**src/rtl/iterative_shift_unit.sv**
```systemverilog
// Multi-cycle shift engine: one 1-bit shift per clock under control of a
// small FSM and a down-counter. Supports SLL/SRL/SRA; op=11 passes the
// operand through unchanged. Handshake is start/busy/done with a flush abort.
module iterative_shift_unit #(
  parameter int unsigned WIDTH   = 32,
  parameter int unsigned SHAMT_W = 5
) (
  input  logic               clk,
  input  logic               reset_n,
  input  logic               start,
  input  logic               flush,
  input  logic [1:0]         op,
  input  logic [WIDTH-1:0]   operand,
  input  logic [SHAMT_W-1:0] shamt,
  output logic               busy,
  output logic               done,
  output logic [WIDTH-1:0]   result
);

  localparam logic [1:0] OpSll = 2'b00;
  localparam logic [1:0] OpSrl = 2'b01;
  localparam logic [1:0] OpSra = 2'b10;
  localparam logic [1:0] OpRes = 2'b11;

  typedef enum logic [1:0] {
    StIdle  = 2'b00,
    StShift = 2'b01,
    StDone  = 2'b10
  } state_e;

  state_e             state_q, state_d;
  logic [WIDTH-1:0]   acc_q, acc_d;
  logic [SHAMT_W-1:0] cnt_q, cnt_d;
  logic [1:0]         op_q, op_d;
  logic [WIDTH-1:0]   result_q, result_d;

  // State, datapath and result registers; async reset discards any operation.
  always_ff @(posedge clk or negedge reset_n) begin
    if (!reset_n) begin
      state_q  <= StIdle;
      acc_q    <= '0;
      cnt_q    <= '0;
      op_q     <= OpSll;
      result_q <= '0;
    end else begin
      state_q  <= state_d;
      acc_q    <= acc_d;
      cnt_q    <= cnt_d;
      op_q     <= op_d;
      result_q <= result_d;
    end
  end

  // Next-state logic and the single-bit shift datapath.
  always_comb begin
    state_d  = state_q;
    acc_d    = acc_q;
    cnt_d    = cnt_q;
    op_d     = op_q;
    result_d = result_q;

    unique case (state_q)
      StIdle: begin
        if (start) begin
          acc_d = operand;
          cnt_d = shamt;
          op_d  = op;
          if ((shamt == '0) || (op == OpRes)) begin
            state_d = StDone;
          end else begin
            state_d = StShift;
          end
        end
      end
      StShift: begin
        unique case (op_q)
          OpSll:   acc_d = {acc_q[WIDTH-2:0], 1'b0};
          OpSrl:   acc_d = {1'b0, acc_q[WIDTH-1:1]};
          OpSra:   acc_d = {acc_q[WIDTH-1], acc_q[WIDTH-1:1]};
          default: acc_d = acc_q;
        endcase
        cnt_d = cnt_q - SHAMT_W'(1);
        if (cnt_q == SHAMT_W'(1)) begin
          state_d = StDone;
        end
      end
      StDone: begin
        state_d = StIdle;
      end
      default: begin
        state_d = StIdle;
      end
    endcase

    // Flush overrides everything, including a start in IDLE.
    if (flush) begin
      state_d = StIdle;
      acc_d   = acc_q;
      cnt_d   = cnt_q;
      op_d    = op_q;
    end

    // Result is captured only on entry to DONE so it is valid alongside done.
    if (state_d == StDone) begin
      result_d = acc_d;
    end
  end

  // Handshake outputs decoded from the state register.
  always_comb begin
    busy   = (state_q != StIdle);
    done   = (state_q == StDone);
    result = result_q;
  end

endmodule

```
**config.mk**
```make
export PLATFORM = sky130hd
export DESIGN_NAME = iterative_shift_unit
export DESIGN_NICKNAME = d
export VERILOG_FILES = /design/src/rtl/iterative_shift_unit.sv
export SDC_FILE = /design/constraint.sdc
export NUM_CORES = 1
export LEC_CHECK = 0
export ABC_AREA = 1
export CAP_MARGIN = 20
export CORE_UTILIZATION = 40
export CTS_CLUSTER_SIZE = 30
export DETAILED_ROUTE_END_ITERATION = 16
export GPL_ROUTABILITY_DRIVEN = 0
export SLEW_MARGIN = 15
export SYNTH_ARGS = -nofsm -noshare
export SYNTH_HDL_FRONTEND = slang
export SYNTH_SLANG_ARGS = --single-unit
```
**constraint.sdc**
```tcl
create_clock -name clk -period 2.1 [get_ports clk]
set_input_delay 0.63 -clock clk [delete_from_list [all_inputs] [get_ports clk]]
set_output_delay 0.63 -clock clk [all_outputs]
set_load 0.02 [all_outputs]
```
# After elaboration in Yosys (flattened, before gate mapping)
# Index checks and enable logic that the tools add are counted.
dict set report word_totals {
  reg_bits 73
  latchBits 0
  ramBits 0
  rom_bits 0
  in_bits 43
  output_inout_bits 34
  word_cells 34
  memories 0
}
dict set report op_classes {
  n_addsub 1
  mul 0
  div_mod_pow 0
  magnitude_cmp 0
  n_eq_ne 8
  n_shift 0
  mux 11
  bitwise_logic 1
  reduce_logical 8
}
# cell count
set op_table {}
lappend op_table {{case mux 32 bit (3 select lines)} 1}
lappend op_table {{2-to-1 mux 32 bit} 2}
lappend op_table {{case mux 32 bit (2 select lines)} 1}
lappend op_table {{case mux 5 bit (2 select lines)} 1}
lappend op_table {{== test 2 bit (second input constant)} 4}
lappend op_table {{2-to-1 mux 2 bit} 4}
lappend op_table {{AND reduction 3 bit} 2}
lappend op_table {{== test 5 x 1 -> 1 bit (second input constant)} 1}
lappend op_table {{logical NOT 5 bit} 1}
lappend op_table {{2-to-1 mux 5 bit} 1}
lappend op_table {{subtractor 5 x 1 -> 5 bit (second input constant)} 1}
lappend op_table {{== test 2 x 1 -> 1 bit (second input constant)} 2}
lappend op_table {{logical NOT 2 bit} 2}
lappend op_table {{case mux 2 bit (2 select lines)} 1}
lappend op_table {{nonzero test 2 bit} 2}
lappend op_table {{inequality test 2 bit (second input constant)} 1}
lappend op_table {{logical OR 1 bit} 1}
lappend op_table {{inverter 1 bit} 1}

# Depth between registers and ports, before layout
dict set report logic_depth {
  ltp_word 7
  ltp_mapped 10
}

# Worst setup path before layout
# No wires, ideal clock.
dict set report synth_timing {
  path_kind {register to output}
  from {register state_q[0]}
  to {output busy}
  arrival_ns 1.033
  required_time_ns 1.470
  path_slack_ns 0.437
  stages_incl_launch_ff 4
  n_path_buf 1
  path_cell_list {dfrtp_1 -> nor2_4 -> clkbuf_1 -> inv_1}
}
dict set report synth_via {
  elab_chain_len 1
}
# item line
set synth_rtl {}
lappend synth_rtl {{start, declared} 31} ;# state_e state_q, state_d;
lappend synth_rtl {{start signal, assigned} 40} ;# state_q <= StIdle;
lappend synth_rtl {{start signal, assigned} 46} ;# state_q <= state_d;
lappend synth_rtl {{nonzero test 2 bit} 111} ;# busy = (state_q != StIdle);
lappend synth_rtl {{end, declared} 15} ;# output logic busy,
# No other way between the ends.

# Worst setup path after layout
dict set report layout_timing {
  from {register state_q[1]}
  to {output done}
}
dict set report layout_via {
  elab_chain_len 1
}
# item line
set layout_rtl {}
lappend layout_rtl {{== test 2 bit} 112} ;# done = (state_q == StDone);
lappend layout_rtl {{end, declared} 16} ;# output logic done,
# No other way between the ends.

==> results_tabular.tex <==
\begin{tabular}{lr}
\hline
Metric & Value \\
\hline
\multicolumn{2}{l}{\textbf{Detailed routing}} \\
Avg WL per Cell & $\sim$14 microns \\
Final antenna-violating net count & 0 \\
Pre-Repair DR Iteration Count & 5 \\
1st-iter DRT viols & roughly 260 \\
Number of vias in the routed layout & 4129 \\
Total wirelength of the detailed-routed design & around 12000 microns \\
Detailed-route DRC error count & 0 \\
Via density & 4.87 \\
\multicolumn{2}{l}{\textbf{GRT}} \\
GR Layer Usage met1 & around a third \\
Initial antenna violation count & 0 \\
Global route hottest layer & met2 \\
Met3 demand-to-capacity share in global routing & under 10\% \\
Residual overflow from global routing & 0 \\
First-pass GRT wire length & just under 20000 microns \\
Global-route total usage across every layer & a little under a quarter \\
Number of global-route vias before repair & 3934 \\
GRT met2 Usage & between 30\% and 40\% \\
Maximum number of pins on one net before global-route repair & 35 \\
\multicolumn{2}{l}{\textbf{Floorplan}} \\
Effective utilization at floorplan & between 40\% and 50\% \\
Row count & 37 \\
Die X-Extent & about 100 microns \\
Die height & 104 microns \\
Die area & between 10000 and 15000 sq um \\
Floorplan core area & between 10000 and 15000 sq um \\
Number of placed I/O pins & 77 \\
\multicolumn{2}{l}{\textbf{Timing}} \\
Fmax achieved & around 0.5 GHz \\
Final worst path period need & about 2 ns \\
Setup repair after global routing missed its margin & false \\
Crit share post-route & a little over nine tenths \\
Worst setup skew after layout & 0.0120 ns \\
Slew at the pin with the worst max-slew slack & 0.335 ns \\
Sum Neg Setup Slack & 0 ns \\
Worst slack on hold paths & 0.166 ns \\
Slew Limit Fails & 0 \\
Remaining max-slew budget at the tightest pin & 77.6\% \\
Number of endpoints failing setup at the final stage & 0 \\
Final count of hold timing violations & 0 \\
\multicolumn{2}{l}{\textbf{Clock network}} \\
Reg clk slew, reported paths & $\sim$0.080 ns \\
Post CTS Setup Buffer Count & 0 \\
Post-cts resize count & 3 \\
Clock root buffer master & sky130\_fd\_sc\_hd\_\_clkbuf\_8 \\
Clk Latency, worst-skew pair & roughly 0.34 ns \\
Hold-fix buffers, CTS & 0 \\
Inserted Clock Buffers & 9 \\
CTS tree & built \\
Number of buffers on the longest clock path & 2 \\
Clock Sinks & between 70 and 80 \\
Clock H-tree levels & 3 \\
\multicolumn{2}{l}{\textbf{Logic synthesis}} \\
Share of flip-flops with an asynchronous set or reset after synthesis & between 90\% and 100\% \\
Number of synthesized flops with an enable pin & 0 \\
Mean cell area of the mapped netlist & between 6 and 7 sq um \\
Mux share of post-synthesis cell area & 0\% \\
Number of different library cells in the post-synthesis netlist & 25 \\
Number of warnings reported in the yosys synthesis log & 0 \\
Number of nets produced by synthesis & 665 \\
Area share of and/or/nand/nor cells after synthesis & between 30\% and 40\% \\
Top FF cell, synth & sky130\_fd\_sc\_hd\_\_dfrtp\_1 \\
Largest family of logic cells by synthesized area & simple AND/OR/NAND/NOR gates \\
Post-Syn Area & approximately 4200 sq um \\
Synth Area in XOR/XNOR & less than 1\% \\
\#FFs+latches synth & 73 \\
Adder-cell share of the synthesized area & less than 1\% \\
Sequential fraction of the synthesis area & between 40\% and 50\% \\
Synth Area in Compound Gates & between 8 and 9\% \\
Cell count after synthesis & between 600 and 700 \\
\multicolumn{2}{l}{\textbf{Place}} \\
Instance area after placement & 5300 sq um \\
Detailed placement HPWL & about 8000 microns \\
Count of port buffers added during placement & 76 \\
\multicolumn{2}{l}{\textbf{Run status}} \\
Result of the run & completed \\
\multicolumn{2}{l}{\textbf{Setup path}} \\
CP endpoint kind & primary output \\
Maximum fanout count along the critical path & 4 \\
Worst Setup Start Kind & register \\
Crit path DAT & about 1.4 ns \\
Crit path kind & register to primary output \\
Critical path data required time & between 1 and 1.5 ns \\
\multicolumn{2}{l}{\textbf{Pwr}} \\
Cell leakage power & just under 3 nW \\
Power per unit of standard cell area & roughly 1100 nW/um\^{}2 \\
Design Power & roughly 0.006 W \\
Worst-case vdd ir drop & 0.468 mV \\
\multicolumn{2}{l}{\textbf{Final layout}} \\
Diode insertion count for antenna repair & 0 \\
Area added between synthesis and finish & 31.7\% \\
Final design area excluding fillers & about 5500 sq um \\
Final net count & between 700 and 800 \\
Fraction of layout instances using a drive strength above 1 & 8.44\% \\
Final standard cell utilization of the core & between 50\% and 60\% \\
\multicolumn{2}{l}{\textbf{Hold path}} \\
Worst hold path class & input port to async pin \\
\multicolumn{2}{l}{\textbf{Run}} \\
Max-Cap Viols & 0 \\
\hline
\end{tabular}
state kept, by name, indices dropped and copies added, names as in the netlist:
register / flops
state_q: 2
result: 32
op_q: 2
acc_q: 32
cnt_q: 5
routing by layer:
| metal | part of all wire [%] | routed length, microns |
|---|---|---|
| met4 | 1.1 | 121 |
| met1 | 48 | 5590 |
| met2 | 45 | 5160 |
| met5 | 0 | 0 |
| met3 | 5.6 | 650 |
per-stage QoR:
step	std cells	setup WS, ns
final	847	0.112
after CTS	847	0.0911
after floorplan	620	0.437
after detailed placement	832	-0.0898
after global placement	832	-0.0728
after global routing	847	0.0532
power by group:
| part | total, W | internal, W | switching (W) |
|---|---|---|---|
| clock | 0.00132 | 0.000786 | 0.000530 |
| combinational | 0.00244 | 0.00103 | 0.00141 |
| sequential | 0.00211 | 0.00185 | 0.000260 |
| total | 0.00586 | 0.00366 | 0.00220 |
final timing paths:
check | slack (ns) | end | startpoint | cells past startpoint
worst max-delay path | 0.11 | done | state_q[1]$_DFF_PN0_ | 3
worst min-delay path | 0.17 | acc_q[20]$_DFF_PN0_ | reset_n | 1
worst max register to register | 0.27 | result[30]$_DFFE_PN0N_ | state_q[0]$_DFF_PN0_ | 10
worst min register to register | 0.48 | result[17]$_DFFE_PN0N_ | result[17]$_DFFE_PN0N_ | 2
max in group asynchronous | 1.34 | state_q[0]$_DFF_PN0_ | reset_n | 2
min in group clk | 0.48 | result[17]$_DFFE_PN0N_ | result[17]$_DFFE_PN0N_ | 2
critical path: stages (launching register included):
cell and delay [ns]:
sky130_fd_sc_hd__dfrtp_1 0.41, sky130_fd_sc_hd__inv_1 0.12, sky130_fd_sc_hd__nor2_1 0.15, sky130_fd_sc_hd__dlygate4sd2_1 0.35
cells in the mapped netlist, types with 2 or more instances:
library cell	n	share of area (%)
sky130_fd_sc_hd__dfrtp_1	73	43
sky130_fd_sc_hd__inv_1	49	4.4
sky130_fd_sc_hd__a21oi_1	15	1.8
sky130_fd_sc_hd__nor2_1	47	4.2
sky130_fd_sc_hd__buf_4	4	0.71
sky130_fd_sc_hd__buf_2	14	1.7
sky130_fd_sc_hd__o211ai_1	8	1.4
sky130_fd_sc_hd__o211ai_2	2	0.60
sky130_fd_sc_hd__nand2_2	4	0.60
sky130_fd_sc_hd__ha_1	2	0.60
sky130_fd_sc_hd__nand3_1	53	6.3
sky130_fd_sc_hd__o21ai_0	35	4.2
sky130_fd_sc_hd__buf_6	4	1.1
sky130_fd_sc_hd__clkbuf_1	10	0.89
sky130_fd_sc_hd__nand2_1	289	26
sky130_fd_sc_hd__xor2_1	2	0.42
cells in the final DEF, fill, tap and decap left out, types with 2 or more instances in the layout:
master and count:
sky130_fd_sc_hd__nand3_1 53, sky130_fd_sc_hd__nand2_1 289, sky130_fd_sc_hd__o211ai_2 2, sky130_fd_sc_hd__buf_12 9
sky130_fd_sc_hd__o211ai_1 8, sky130_fd_sc_hd__clkbuf_8 9, sky130_fd_sc_hd__xor2_1 2, sky130_fd_sc_hd__dlygate4sd2_1 2
sky130_fd_sc_hd__nor2_1 46, sky130_fd_sc_hd__dfrtp_1 72, sky130_fd_sc_hd__a21oi_1 15, sky130_fd_sc_hd__nand2_2 4
sky130_fd_sc_hd__clkdlybuf4s50_1 73, sky130_fd_sc_hd__bufinv_16 3, sky130_fd_sc_hd__o21ai_0 35, sky130_fd_sc_hd__ha_1 2
sky130_fd_sc_hd__buf_4 24, sky130_fd_sc_hd__inv_1 49
final cells by class:
type,instances,area [sq um]
sequential,73,1830
timing repair buffer,108,1110
clock buffer,10,128
tap,136,170
multi-input combinational,464,2000
clock inverter,5,104
inverter,51,194
fill,967,4700
cells by family (layout without fill, tap and decap cells):
group / after synthesis / after routing
AO/OA/AOI/OAI: 61 / 61
XOR/XNOR: 3 / 3
buffers and inverters: 83 / 174
adder cells (fa/ha/maj): 2 / 2
AND/OR/NAND/NOR: 398 / 398
flip-flops: 73 / 73
(Power assumes the default switching activity.)
